### config.mk
export PLATFORM = sky130hd
export DESIGN_NAME = rsa_lane_skew
export DESIGN_NICKNAME = d
export VERILOG_FILES = /design/src/rtl/tb_doutb_rsa_feed_rsa_lane_skew.sv
export SDC_FILE = /design/constraint.sdc
export NUM_CORES = 1
export LEC_CHECK = 0
export ABC_AREA = 1
export ABC_CLOCK_PERIOD_IN_PS = 800
export BUFFER_PORTS_ARGS = -buffer_cell sky130_fd_sc_hd__buf_2
export CAP_MARGIN = 20
export CORE_ASPECT_RATIO = 2
export CORE_MARGIN = 4
export CORE_UTILIZATION = 45
export CTS_CLUSTER_DIAMETER = 200
export DETAILED_ROUTE_END_ITERATION = 8
export PLACE_DENSITY = 0.86
export SYNTH_ARGS = -nofsm -noshare
export SYNTH_HDL_FRONTEND = slang
export SYNTH_SLANG_ARGS = --single-unit
### constraint.sdc
create_clock -name clk -period 0.8 [get_ports clk]
set_input_delay 0.08 -clock clk [delete_from_list [all_inputs] [get_ports clk]]
set_output_delay 0.08 -clock clk [all_outputs]
set_load 0.02 [all_outputs]
### src/rtl/tb_doutb_rsa_feed_rsa_lane_skew.sv
// ---------------------------------------------------------------------------
// rsa_lane_skew
// Per-lane delay line that turns an aligned X-lane word into a diagonal
// wavefront: lane i (data and valid) is delayed by i cycles. Lane 0 is a
// pass-through. Only instantiated when TB_DOUTB_SKEW_EN is defined.
// Ports:
//   clk    clock
//   rst_n  asynchronous reset, active-low (clears every delay stage)
//   din    X lanes of DW-bit data, aligned
//   vin    per-lane valid, aligned
//   dout   skewed lane data
//   vout   skewed per-lane valid
// ---------------------------------------------------------------------------
module rsa_lane_skew #(
    parameter int X  = 4,
    parameter int DW = 16
) (
    input  logic            clk,
    input  logic            rst_n,
    input  logic [X*DW-1:0] din,
    input  logic [X-1:0]    vin,
    output logic [X*DW-1:0] dout,
    output logic [X-1:0]    vout
);

    assign dout[DW-1:0] = din[DW-1:0];
    assign vout[0]      = vin[0];

    for (genvar i = 1; i < X; i++) begin : g_lane
        logic [DW-1:0] d_sr [i];
        logic [i-1:0]  v_sr;

        always_ff @(posedge clk or negedge rst_n) begin
            if (!rst_n) begin
                for (int k = 0; k < i; k++) begin
                    d_sr[k] <= '0;
                end
                v_sr <= '0;
            end else begin
                d_sr[0] <= din[i*DW +: DW];
                v_sr[0] <= vin[i];
                for (int k = 1; k < i; k++) begin
                    d_sr[k] <= d_sr[k-1];
                    v_sr[k] <= v_sr[k-1];
                end
            end
        end

        assign dout[i*DW +: DW] = d_sr[i-1];
        assign vout[i]          = v_sr[i-1];
    end

endmodule

# == After elaboration in Yosys (flattened, before gate mapping) ==
# Index checks and enable logic that the tools add are counted.
# totals
ff_bits,102
input_bits,70
wordCells,9
output_inout_bits,68

# == Depth between registers and ports, before layout ==
# Gate-level depths: netlist of run 1.
# depth
depth_word,0
depth_mapped,1
ltp_nobuf,0

# == Worst setup path after synthesis of run 1 ==
# No wires, ideal clock.
# synth_path
path_type,register to output
startpoint,"register g_lane[2].d_sr, in the netlist dout[32]"
endpoint,output port dout[32]
arrival_ps,482
setup_slack_ps,238
stages_incl_launch_ff,2
n_path_buf,1
t_required_ps,720
cell_sequence,dfrtp_1 -> buf_4
# synth_lines
element,line,rtl
"start, declared",30,logic [DW-1:0] d_sr [i];
"start signal, assigned by index",43,d_sr[k] <= d_sr[k-1];
"end, declared",22,"output logic [X*DW-1:0] dout,"
# No word-level cell between the ends.

# == Worst setup path after layout of run 1 ==
# layout_path
startpoint,"register g_lane[3].d_sr, in the netlist dout[50]"
endpoint,output port dout[50]
# layout_lines
element,line
"start, declared",30
"start signal, assigned by index",43
# No word-level cell between the ends.

==> key figures, run 1 <==
Timing
  • Hold Vio Cnt, Final: 0
  • Period utilization: 1.19
  • Final setup fails: 51
  • Relative slew slack: 0.834
  • Worst Tran Pin Value: 249 ps
  • RSZ-0062 raised after global routing: true
  • Hold slack: 160 ps
  • Setup ws final: -152 ps
  • Setup TNS: -5930 ps
  • Max Fclk: 1050 MHz
  • Pins Over Slew Limit: 0
  • Clock Skews: 4.42 ps
  • Min Tclk post-route: 952 ps

Worst setup path
  • WP data arrival: 870 ps
  • Critical path's slowest cell: dfrtp_1
  • Worst Path Max Fanout: 1
  • Critical Path, Cell by Cell: buf_6
  • Crit start category: flop
  • Worst setup path class: flop to primary output
  • Largest stage delay on the critical path: 400 ps
  • Delay-heaviest family, CP: flip-flops
  • Critical Path RT: 720 ps
  • CP Buf/Inv Count: 1
  • CP endpoint kind: primary output

Route
  • Via count: 1474
  • First-pass DRT Iterations: 4
  • Vias per cell: 4.07
  • Post-detailed-route DRC marker count: 0
  • Post-route antenna net violation count: 0
  • Drt wl/cell: 16.3 um
  • DR iter-0 viols: 50
  • Final wirelength: 5890 um

Yosys
  • Post-synth cell types: 2
  • Post-synthesis net count: 224
  • Synth top area share: 0.867
  • Synth warn: 0
  • Cell count after synthesis: 154
  • Synth area leader: dfrtp_1
  • Post-synthesis sequential area ratio: 0.867
  • Synth Area per Inst: 19.1 sq um
  • Synth top area cells: dfrtp_1, buf_4
  • Post-synthesis register bit count: 102
  • Mapped cell area: 2940 sq um

Placement
  • Final GP Congestion: 0.630
  • DP HPWL: 3440 um
  • Area after DPL: 3230 sq um
  • Placed Cells: 295
  • Port Buffer Count: 103
  • Pre-CTS setup slack: 198 ps

Floorplanning
  • Starting Density: 0.463
  • Die Y: 122 um
  • # rows: 41
  • Die X: 65.2 um
  • Area of the core: 6360 sq um
  • I/O Pins: 138
  • Die area: 7980 sq um

Clocking
  • Post-CTS Setup Inserts: 0
  • H-tree levels: 3
  • Clk pin slew, worst setup/hold paths: 60 ps
  • Later-pin clock latency in the skew report: 330 ps
  • CTS sink count: 102
  • Maximum root-to-sink buffer count: 2
  • Clock root cell: clkbuf_16
  • CTS tree: yes
  • Total CTS buffers: 9

Finish
  • Fill count: 431
  • Area of the multi-input gates: 0 sq um
  • Ratio of cells with drive above 1 in the final layout: 0.435
  • Final core area utilization: 0.685
  • #MultiIn Comb: 0
  • Area Overhead vs Synth: 48.2%
  • Post-route insts no fill: 362
  • # diodes: 0
  • Finished Cell Area: 4360 sq um
  • Nets: 342

Global routing
  • Initial antenna violation count: 0
  • Pin count of the biggest net entering global routing: 35
  • First-pass GRT wire length: 9280 um
  • M1 GR Usage: 0.159
  • GR met3 Demand/Resource: 0.0568
  • GRT busiest layer: met2
  • M2 GR Usage: 0.286
  • Overall routing resource usage: 0.168
  • Vias in the first global route: 1819
  • Overflow after GRT: 0

Pwr
  • PD cells: 2410 nW/um^2
  • Pleak: 2.09 nW
  • Peak supply drop: 1.89 mV
  • Post-layout total power: 10.5 mW

Outcome
  • Failing checks: negative setup slack
  • Status: finished with violations

Flow run
  • Max Cap Viol: 0

Min path
  • Hold crit path type: primary input to primary output
where the power goes:
part           internal (mW)  switching, mW
clock                   2.43           1.62
combinational          0.524          0.404
sequential              5.42          0.109
total                   8.38           2.13
final timing paths:
path	from	depth (start not counted)	endpoint	slack (ps)
max	dout[50]	1	dout[50]	-150
min	din[15]	0	dout[15]	160
max reg2reg	g_lane[3].d_sr[25]	0	dout[57]	290
min reg2reg	g_lane[3].d_sr[43]	0	g_lane[3].d_sr[27]	340
max in group asynchronous	rst_n	3	g_lane[3].d_sr[28]	160
min in group asynchronous	rst_n	2	dout[45]	170
kinds of logic (layout without fill, tap and decap cells):
| family | Yosys count | in the layout | synth area share |
|---|---|---|---|
| buffers and inverters | 52 | 174 | 0.133 |
| flip-flops | 102 | 102 | 0.867 |
per-layer routing:
layer  share of wire  wire, um
met1            0.31      1830
met2            0.57      3330
met4           0.051       302
met3           0.071       417
met5               0         0
cell usage after synthesis:
library cell	number
dfrtp_1	102
buf_4	52
registers in the layout, summed over array words and instances (netlist names):
register / flops
dout: 32
g_lane.d_sr: 64
g_lane.v_sr: 6
layout by cell type (no fill, tap or decap):
| cell | netlist | routed |
|---|---|---|
| buf_12 | 0 | 2 |
| dlygate4sd3_1 | 0 | 52 |
| buf_4 | 52 | 3 |
| dfrtp_1 | 102 | 102 |
| buf_6 | 0 | 51 |
| clkbuf_8 | 0 | 4 |
| clkbuf_1 | 0 | 2 |
| buf_2 | 0 | 51 |
| clkbuf_16 | 0 | 9 |
area by class of cell:
type                    instances  area, sq um  area share
repair buffers                159         1410       0.324
flip-flops and latches        102         2550       0.585
clock buffers                  15          288      0.0660
well taps                      86          108      0.0247
timing repair:
action / in CTS / in global routing
hold endpoints to repair: 153 / 0
endpoints found under the setup margin: 51 / 51
resized for setup: 102 / 0
hold buffers: 52 / 0
Power figures use the tool's default switching activity.
==> run 2: changes to the inputs <==
--- a/config.mk
+++ b/config.mk
@@ -9,7 +9,6 @@
 export ABC_CLOCK_PERIOD_IN_PS = 800
 export BUFFER_PORTS_ARGS = -buffer_cell sky130_fd_sc_hd__buf_2
 export CAP_MARGIN = 20
-export CORE_ASPECT_RATIO = 2
 export CORE_MARGIN = 4
 export CORE_UTILIZATION = 45
 export CTS_CLUSTER_DIAMETER = 200
==> key figures, run 2 (same netlist as run 1, synthesis figures left out) <==
Outcome
  • Status: finished with violations
  • Failing checks: negative setup slack

Floorplanning
  • # rows: 29 (-29%)
  • I/O Pins: 138 (unchanged)
  • Starting Density: 0.463 (+0.000820)
  • Die area: 7900 sq um (-0.99%)
  • Area of the core: 6350 sq um (-0.18%)
  • Die Y: 88.9 um (-27%)
  • Die X: 88.9 um (+36%)

Worst setup path
  • Worst Path Max Fanout: 1 (unchanged)
  • Reg2reg path depth: 0 (unchanged)
  • Crit start category: flop
  • Delay-heaviest family, CP: flip-flops
  • Critical Path RT: 720 ps (about the same)
  • CP endpoint kind: primary output
  • CP Buf/Inv Count: 1 (unchanged)
  • Largest stage delay on the critical path: 400 ps (about the same)
  • Critical path's slowest cell: dfrtp_1
  • Crit Reg-Reg Startpoint: g_lane[2].d_sr[17]
  • Critical Path, Cell by Cell: buf_6
  • WP data arrival: 880 ps (about the same)
  • Reg2reg end: dout[33]
  • Flop2flop setup slack: 300 ps (about the same)
  • Worst setup path class: flop to primary output

Timing
  • Worst Tran Pin Value: 192 ps (-57.5 ps)
  • Setup ws final: -161 ps (-8.76 ps)
  • Min Tclk post-route: 961 ps (+8.76 ps)
  • Pins Over Slew Limit: 0 (unchanged)
  • Relative slew slack: 0.872 (+0.0383)
  • Period utilization: 1.20 (+0.0110)
  • Clock Skews: 6.21 ps (+1.79 ps)
  • Hold Vio Cnt, Final: 0 (unchanged)
  • Final setup fails: 51 (unchanged)
  • RSZ-0062 raised after global routing: true
  • Max Fclk: 1040 MHz (-0.91%)

Clocking
  • CTS sink count: 102 (unchanged)
  • CTS tree: yes
  • Clock root cell: clkbuf_8
  • Total CTS buffers: 9 (unchanged)
  • Maximum root-to-sink buffer count: 2 (unchanged)
  • H-tree levels: 3 (unchanged)
  • Clk pin slew, worst setup/hold paths: 90 ps (+30 ps)
  • Later-pin clock latency in the skew report: 340 ps (about the same)

Finish
  • Area of the multi-input gates: 0 sq um (unchanged)
  • Most common cell after layout, fill and taps aside: dfrtp_1
  • Most frequent cells in the layout: dfrtp_1, dlygate4sd3_1, buf_2, buf_6, clkbuf_8
  • Ratio of cells with drive above 1 in the final layout: 0.436 (+0.00158)
  • Largest Register: g_lane.d_sr
  • Nets: 342 (unchanged)
  • # diodes: 0 (unchanged)
  • #MultiIn Comb: 0 (unchanged)
  • Flip-flop count of the largest register after layout: 64 (unchanged)
  • Area Overhead vs Synth: 46.5%

Pwr
  • Post-layout total power: 10.1 mW (-4.3%)
  • Switching part of the total: 0.205 (+0.00266)
  • Internal: 7.99 mW (-4.6%)
  • Clock power frac: 0.358 (-0.027)
  • Sequential share of power: 0.548 (+0.022)
  • PD cells: 2330 nW/um^2 (-3.2%)
  • Peak supply drop: 1.72 mV (-9.3%)
  • Switching Power: 2.07 mW (-3.0%)
  • Pleak: 2.07 nW (-1.2%)
  • Power share of the combinational group: 0.094 (+0.006)

Global routing
  • Overall routing resource usage: 0.151 (-0.0171)
  • Vias in the first global route: 1748 (-3.9%)
  • Overflow after GRT: 0 (unchanged)
  • Initial antenna violation count: 0 (unchanged)
  • Pin count of the biggest net entering global routing: 26 (-26%)
  • First-pass GRT wire length: 8420 um (-9.2%)

Placement
  • DP HPWL: 3270 um (-4.8%)
  • Final GP Congestion: 0.680 (+8.0%)
  • Pre-CTS setup slack: 211 ps (+13.2 ps)
  • Port Buffer Count: 103 (unchanged)

Flow run
  • Max Cap Viol: 0 (unchanged)

Route
  • Drt wl/cell: 15.4 um (-5.4%)
  • DR iter-0 viols: 53 (+6.0%)
  • First-pass DRT Iterations: 4 (unchanged)
  • Via count: 1436 (-2.6%)
  • Post-route antenna net violation count: 0 (unchanged)
  • Final wirelength: 5420 um (-8.0%)
  • Post-detailed-route DRC marker count: 0 (unchanged)
  • Vias per cell: 4.08 (+0.19%)

Min path
  • Hold crit path type: primary input to asynchronous set/reset pin
run 2: power by group through the flow:
stage	sequential, mW	combinational [mW]	clock, mW
2_1_floorplan	5.62	0.377	0
6_report	5.51	0.942	3.61
5_1_grt	5.54	1.01	3.90
3_3_place_gp	5.57	0.577	0
3_5_place_dp	5.58	0.592	0
4_1_cts	5.51	0.943	3.66
run 2: layout make-up:
class	count	area, sq um
Sequential cell	102	2550
Clock buffer	10	128
Timing Repair Buffer	159	1440
Fill cell	415	2040
Tap cell	77	96.3
Clock inverter	4	97.6
run 2: how the worst max path moves through the flow:
stage | end | slack (ps) | startpoint | cells after the start
CTS | dout[41] | -180 | dout[41] | 1
floorplan | dout[32] | 240 | dout[32] | 1
finish | dout[25] | -160 | g_lane[1].d_sr[9] | 1
global route | dout[41] | -200 | dout[41] | 1
global placement | dout[45] | 220 | dout[45] | 1
detailed placement | dout[55] | 210 | dout[55] | 1
run 2: metal layers:
metal | global-route usage | part of all wire
met4 | 0.0824 | 0.023
met1 | 0.160 | 0.34
met2 | 0.255 | 0.53
met5 | 0 | 0
met3 | 0.0605 | 0.10
run 2: timing repair:
action	in CTS	in global routing
endpoints found under the setup margin	51	51
endpoints found under the hold margin	153	0
setup buffers	0	0
hold buffers	52	0
cloned	0	0
resized for setup	102	0
run 2: stage by stage:
stage	std cells	hold WS [ps]	utilization	instance area (sq um)	TNS, ps
floorplan	154	-216	-	2940	0
global placement	286	-55.9	0.511	3250	0
detailed placement	286	-58.8	0.511	3250	0
CTS	352	103	0.679	4310	-7830
global route	352	111	0.679	4310	-8810
finish	352	118	0.679	4310	-6700
